File: src/rtl/traffic_pkg.sv
// ----------------------------------------------------------------------------
// Package: traffic_pkg
// Purpose: Shared definitions for the traffic intersection plant model.
//   - lane_state_e : per-lane FSM encoding (EMPTY / WAITING / DRAINING)
//   - ST1_BIT/ST2_BIT : bit positions of street 1 / street 2 in y1y2 and l1l2
//   - QW_DEF / DEPART_CYCLES_DEF : default queue width and departure period
// ----------------------------------------------------------------------------
package traffic_pkg;

  typedef enum logic [1:0] {
    LANE_EMPTY    = 2'd0,  // no vehicles queued
    LANE_WAITING  = 2'd1,  // vehicles queued, light red (or conflict)
    LANE_DRAINING = 2'd2   // vehicles queued, light green, departures in progress
  } lane_state_e;

  localparam int ST1_BIT = 1;
  localparam int ST2_BIT = 0;

  localparam int QW_DEF            = 4;
  localparam int DEPART_CYCLES_DEF = 3;

endpackage : traffic_pkg

File: src/rtl/traffic_lane.sv
// ----------------------------------------------------------------------------
// Module: traffic_lane
// Purpose: One street of the intersection plant: a saturating vehicle queue,
//   a departure timer that releases one vehicle every DEPART_CYCLES green
//   cycles, a sticky drop flag and (optionally) a departure counter.
// Configuration macro: TRAFFIC_MODEL_STATS_EN
//   defined   -> served_o counts departures (wraps at 16'hFFFF)
//   undefined -> served_o tied to zero
// Ports:
//   clk        in   system clock, rising edge
//   reset      in   synchronous active-high reset
//   arr_i      in   one vehicle arrives this cycle
//   green_i    in   this lane's light is green
//   conflict_i in   both lights green this cycle (blocks departures)
//   occupied_o out  queue non-empty (sensor to controller)
//   q_o        out  current queue count
//   drop_o     out  sticky: an arrival was lost at a full queue
//   served_o   out  departure count
// ----------------------------------------------------------------------------
module traffic_lane
  import traffic_pkg::*;
#(
  parameter int QW            = QW_DEF,
  parameter int DEPART_CYCLES = DEPART_CYCLES_DEF
) (
  input  logic          clk,
  input  logic          reset,
  input  logic          arr_i,
  input  logic          green_i,
  input  logic          conflict_i,
  output logic          occupied_o,
  output logic [QW-1:0] q_o,
  output logic          drop_o,
  output logic [15:0]   served_o
);

  // A one-cycle departure period still needs a 1-bit timer to keep widths legal.
  localparam int TW = (DEPART_CYCLES > 1) ? $clog2(DEPART_CYCLES) : 1;
  localparam logic [QW-1:0] Q_MAX  = {QW{1'b1}};
  localparam logic [TW-1:0] T_LAST = TW'(DEPART_CYCLES - 1);

  lane_state_e   state_q, state_d;
  logic [QW-1:0] q_q, q_d;
  logic [TW-1:0] timer_q, timer_d;
  logic          drop_q, drop_d;
  logic          draining;
  logic          depart;

  always_comb begin
    // NOTE: every signal assigned here gets a default first so no latch is inferred.
    q_d     = q_q;
    drop_d  = drop_q;
    timer_d = '0;
    state_d = state_q;

    // Draining is judged on the light as sampled this cycle, so the first
    // green cycle already advances the timer.
    draining = (state_q != LANE_EMPTY) && green_i && !conflict_i;
    depart   = draining && (timer_q == T_LAST);

    if (draining) begin
      timer_d = depart ? '0 : timer_q + 1'b1;
    end

    // A departure and an arrival in the same cycle cancel, even at full.
    if (arr_i && !depart) begin
      if (q_q == Q_MAX) begin
        drop_d = 1'b1;
      end else begin
        q_d = q_q + 1'b1;
      end
    end else if (depart && !arr_i) begin
      q_d = q_q - 1'b1;
    end

    if (q_d == '0) begin
      state_d = LANE_EMPTY;
    end else if (green_i && !conflict_i) begin
      state_d = LANE_DRAINING;
    end else begin
      state_d = LANE_WAITING;
    end
  end

  always_ff @(posedge clk) begin
    // NOTE: sequential state uses non-blocking assignments so every register
    // samples the pre-edge values, independent of statement order.
    if (reset) begin
      state_q <= LANE_EMPTY;
      q_q     <= '0;
      timer_q <= '0;
      drop_q  <= 1'b0;
    end else begin
      state_q <= state_d;
      q_q     <= q_d;
      timer_q <= timer_d;
      drop_q  <= drop_d;
    end
  end

  assign occupied_o = (q_q != '0);
  assign q_o        = q_q;
  assign drop_o     = drop_q;

`ifdef TRAFFIC_MODEL_STATS_EN
  logic [15:0] served_q;

  always_ff @(posedge clk) begin
    if (reset) begin
      served_q <= '0;
    end else if (depart) begin
      served_q <= served_q + 16'd1;
    end
  end

  assign served_o = served_q;
`else
  assign served_o = 16'h0000;
`endif

endmodule : traffic_lane

File: config.mk
export PLATFORM = sky130hd
export DESIGN_NAME = traffic_lane
export DESIGN_NICKNAME = d
export VERILOG_FILES = /design/src/rtl/traffic_pkg.sv /design/src/rtl/traffic_lane.sv
export SDC_FILE = /design/constraint.sdc
export NUM_CORES = 1
export LEC_CHECK = 0
export CAP_MARGIN = 0
export CELL_PAD_IN_SITES_DETAIL_PLACEMENT = 1
export CELL_PAD_IN_SITES_GLOBAL_PLACEMENT = 2
export CORE_AREA = 2 2 56 58
export CTS_BUF_LIST = sky130_fd_sc_hd__clkbuf_2
export CTS_CLUSTER_SIZE = 28
export DETAILED_ROUTE_END_ITERATION = 10
export DIE_AREA = 0 0 58 60
export PLACE_DENSITY_LB_ADDON = 0.1
export SLEW_MARGIN = 15
export SYNTH_ARGS = -nofsm -noshare
export SYNTH_HDL_FRONTEND = slang
export SYNTH_SLANG_ARGS = --single-unit
File: constraint.sdc
create_clock -name clk -period 2.3 [get_ports clk]
set_input_delay 0.69 -clock clk [delete_from_list [all_inputs] [get_ports clk]]
set_output_delay 0.69 -clock clk [all_outputs]
set_load 0.005 [all_outputs]
== Word-level counts from Yosys, hierarchy flattened ==
Index checks and enable logic that the tools add are counted.
Word-level totals
  word-level logic and storage cells: 29
  bits in registers: 9
  input port bits: 5
Operators by class
  reduce and logical (&&, ||, !) cells: 15
  bitwise logic cells: 1
  muxes and demuxes: 4
  equal/unequal tests: 2
  add/sub/neg operators: 3
Operator list (number)
  $mux 4: 3
  $logic_and 1x1->1: 6
  $add 4x1->4 const B: 1
  $eq 4x4->1 const B: 1
  $logic_not 4->1: 1
  $reduce_bool 4->1: 1
  $sub 4x1->4 const B: 1
  $logic_not 1->1: 3
  $reduce_or 3->1: 1
  $add 2x1->2 const B: 1
  $eq 2x2->1 const B: 1
  $mux 2: 1
  $reduce_and 2->1: 1
  $reduce_bool 2->1: 1
  $reduce_or 2->1: 1
  $not 1->1: 1

== Logic depth before layout (Yosys ltp) ==
  depth after elaboration: 9
  gate-level depth with buffers: 8
  mapped depth without buffers: 7

== Worst setup path before layout ==
No wires, ideal clock.
  path kind: input port to flip-flop
  start: input arr_i
  end: register state_q[1]
  arrival: 1881 ps
  path slack: 294 ps
  stages on the path: 6
  cell sequence: buf_6 -> or4_4 -> nor3_2 -> a32oi_1 -> a211oi_2 -> a21oi_1
Between the ends
  cells in the longest elaborated chain, start to end: 6
  elaborated cells on any way between the ends: 7
RTL lines
  start: declaration: RTL line traffic_lane.sv:28  | input logic arr_i,
  $logic_not 1->1: RTL line traffic_lane.sv:72  | end else if (depart && !arr_i) begin
  $logic_and 1x1->1: RTL line traffic_lane.sv:72
  $mux 4: RTL line traffic_lane.sv:72
  $mux 4 (*): RTL line traffic_lane.sv:66  | if (arr_i && !depart) begin
  $logic_not 4->1 (*): RTL line traffic_lane.sv:76  | if (q_d == '0) begin
  $reduce_or 2->1 (no line) (*)
  end signal: assignment: RTL line traffic_lane.sv:94  | state_q <= state_d;
  end: declaration: RTL line traffic_lane.sv:42  | lane_state_e state_q, state_d;
Mark *: on every way between the ends. The rest lies on a longest branch, timed or not.
A chain may end at the register's enable or synchronous reset.

== Worst setup path after layout ==
  start: input green_i
  end: register state_q[1]
Between the ends
  cells in the longest elaborated chain, start to end: 8
  elaborated cells on any way between the ends: 12
RTL lines
  start: declaration: RTL line traffic_lane.sv:29  | input logic green_i,
  $logic_and 1x1->1 (2 in a row): RTL line traffic_lane.sv:58  | draining = (state_q != LANE_EMPTY) && green_i && !conflict_i;
  $logic_and 1x1->1: RTL line traffic_lane.sv:59  | depart = draining && (timer_q == T_LAST);
  $logic_and 1x1->1 / $logic_not 1->1 (equally long branches): RTL line traffic_lane.sv:72, traffic_lane.sv:66
  $mux 4 / $logic_and 1x1->1 (equally long branches): RTL line traffic_lane.sv:72, traffic_lane.sv:66
  $mux 4: RTL line traffic_lane.sv:66
  $logic_not 4->1: RTL line traffic_lane.sv:76
  $reduce_or 2->1 (no line)
Parallel ways exist; a longest one is shown, timed or not.

==> flow_metrics.tcl <==
set metrics [dict create \
    status "finished, final reports clean" \
    avgRoutedWirePerCell_um 12.14 \
    ctsHoldBuffers 0 \
    p_leak_uw 0.0003806 \
    rsz0062_at_grt "false" \
    internal-power_uw 252.4 \
    synth_top_family_by_area "buffers and inverters" \
    total_power_uw 374.4 \
    fin_skew_ns 0.009935 \
    vias 568 \
    grt_usage_pct 10.55 \
    cp-start-kind "primary input" \
    h-tree-depth 1 \
    grt_pass1_wl_mm 2.725 \
    place_congestion 0.8086 \
    synth_cell_types 32 \
    yosys.area_share.simple_pct 20.90 \
    grt_pass1_vias 554 \
    power.switching_uw 122.1 \
    hold_viol_final 0 \
    placed_cell_area_um2 817.0 \
    cts.sinks 9 \
    fin_area_um2 847.1 \
    tns_ns 0 \
    drt-total-wl_mm 1.603 \
    reg2reg_setup_slack_ns 0.44 \
    synth_xor_xnor_area_share_pct 1.261 \
    rr_worst_depth 7 \
    grt_overflow 0 \
    num_io_pins 27 \
    arrival_ns 2.34 \
    die_h_um 60 \
    ys_seq_area_share_pct 25.95 \
    path_class "in -> reg" \
    ys_seq_elements 9 \
    initial_core_util_pct 23.92 \
    antenna_found_initial 0 \
    syn_inst 79 \
    synth_top_flop_cell "dfxtp_1" \
    clkPwrFrac_pct 28.3 \
    portBuffers 10 \
    antenna_cells 0 \
    drv_cap 0 \
    swShare_pct 32.60 \
    place_ws_ns -0.2220 \
    hold_path_depth 1 \
    dp_hpwl_mm 1.323 \
    clk_latency_ns 0.26 \
    setup_viol 0 \
    clock.fmax_mhz 459.9 \
    end_kind "flip-flop" \
    vias_per_cell 4.303 \
    root_buffer "clkbuf_2" \
    clock_tree.buffer_depth 2 \
    core_um2 2903 \
    drc 0 \
    drive_gt1_share_pct 21.21 \
    avgSynthCellArea_um2 8.790 \
    core.rowCount 20 \
    cts_tree "built" \
    vdd_ir_drop_max_uv 187.4 \
    cts_made_buffers 3 \
    worstReg2RegEnd "state_q[0]" \
    path_max_fanout 8 \
    die_area_um2 3480 \
    rr_startpoint "q_o[0]" \
    ys_async_sr_fraction_pct 0 \
    fin_ws_ns 0.1258 \
    area_growth_pct 21.98 \
    min_path_type "reg -> reg" \
    period_needed_ns 2.174 \
    path_clk_slew_ns 0.11 \
    power_frac_comb_pct 26.8 \
    synthMuxAreaShare_pct 2.883 \
    nets 109 \
    drt_first_pass_iters 4 \
    min_to "timer_q[0]" \
    critPathRequiredTime_ns 2.47 \
    die_x_um 58 \
    drv_slew 0 \
    final_antenna_net_count 0 \
    synth_edf_count 0 \
    synth_fa_ha_area_share_pct 7.207 \
    synth_compound_area_share_pct 17.48 \
    syn-cell-area_um2 694.4 \
    grt_max_degree 10 \
    drt_iter0_drc 1 \
    synth-warning-count 0 \
    min-delay-start "timer_q[0]" \
    fin_crit_sh_pct 94.53 \
    power_density_nw_per_um2 442.1 \
    pwr-share-seq_pct 45.0 \
]
==> worst max-delay path, cell delays in order <==
cell and delay, ns:
clkdlybuf4s50_1 0.53, nand3b_4 0.08, or2_1 0.32, a211o_2 0.35, a211oi_2 0.27, a21oi_1 0.09
==> cell usage in the layout, fill, tap and decap left out <==
cell type	n
clkbuf_2	3
nand3b_4	1
clkinv_2	1
a21o_1	1
a211oi_1	1
clkdlybuf4s50_1	10
inv_1	6
ha_1	4
mux2i_1	2
a32oi_1	1
a211o_2	1
nor3b_1	1
a211oi_2	1
a221oi_2	2
nor2_1	9
nor3_2	1
dfxtp_4	1
o21bai_1	1
xnor2_1	1
nor4_1	2
a31oi_1	1
or4_4	1
a21oi_1	2
a41o_1	1
dfxtp_1	8
nor4b_1	1
and3_1	1
nand3b_1	1
buf_4	9
nor3_1	2
conb_1	16
or2_1	1
a221oi_1	1
nand2_1	3
a311oi_1	1
==> logic make-up after synthesis <==
| kind of cell | after synthesis |
|---|---|
| and+or+nand+nor | 24 |
| buffers and inverters | 24 |
| AOI/OAI and AO/OA | 14 |
| DFF | 9 |
| adders and majority gates | 4 |
| muxes | 2 |
| other | 1 |
| xor gates and xnor gates | 1 |
==> sequential cells by signal, summed over array words and instances (netlist names) <==
signal	flops
drop_o	1
q_o	4
state_q	2
timer_q	2
==> worst max-delay path by stage <==
| stage | from | to | cells past startpoint | slack (ns) |
|---|---|---|---|---|
| final | green_i | state_q[1] | 6 | 0.13 |
| after global routing | q_o[1] | occupied_o | 4 | 0.04 |
| after CTS | q_o[1] | occupied_o | 4 | 0.009 |
| after detailed placement | green_i | state_q[1] | 6 | -0.22 |
| after global placement | green_i | state_q[1] | 6 | -0.19 |
| after floorplan | arr_i | state_q[1] | 6 | 0.29 |
==> final cells by class <==
| type | instances | area [µm²] |
|---|---|---|
| flip-flops and latches | 9 | 183.9 |
| clock buffers | 3 | 15.01 |
| well taps | 33 | 41.29 |
| multi-input cells | 61 | 411.6 |
| clock inverters | 1 | 5.005 |
| repair buffers | 19 | 167.7 |
| fillers | 348 | 2056 |
| inverters | 6 | 22.52 |
==> power by group through the flow <==
| stage | sequential (µW) | combinational (µW) | clock [µW] |
|---|---|---|---|
| global route | 169 | 113 | 120 |
| detailed placement | 172 | 99.2 | 0 |
| floorplan | 173 | 71.7 | 0 |
| global placement | 172 | 100 | 0 |
| CTS | 168 | 100 | 112 |
| finish | 168 | 100 | 106 |
==> cells in the mapped netlist, drive strengths merged (2+ instances only) <==
cell	n	area, µm²
a211oi	2	20.02
a21oi	2	10.01
a221oi	3	32.53
buf	18	142.6
dfxtp	9	180.2
ha	4	50.05
inv	6	22.52
mux2i	2	20.02
nand2	3	11.26
nand3b	2	27.53
nor2	9	33.78
nor3	3	20.02
nor4	2	12.51
==> through the flow <==
stage	std cells	hold WS [ns]	util (%)
4_1_cts	132	0.4373	28.84
5_1_grt	132	0.4548	29.18
6_report	132	0.4383	29.18
3_3_place_gp	128	0.4123	28.15
2_1_floorplan	94	0.4001	-
3_5_place_dp	128	0.4228	28.15
==> repair_timing <==
item | 4_1_cts | 5_1_grt
resized for setup | 0 | 4
setup buffers | 0 | 0
setup endpoints to repair | 0 | 3
==> routing by layer <==
metal	part of all wire, %	vias to the layer above	global-route usage, %	wire length (µm)
met5	0	-	0	0
met4	1.6	0	4.983	25
met3	2.9	2	2.597	46
met2	49	15	16.88	792
met1	46	264	13.32	739
li1	-	287	-	-
No activity file was read; power rests on OpenSTA's default activity.
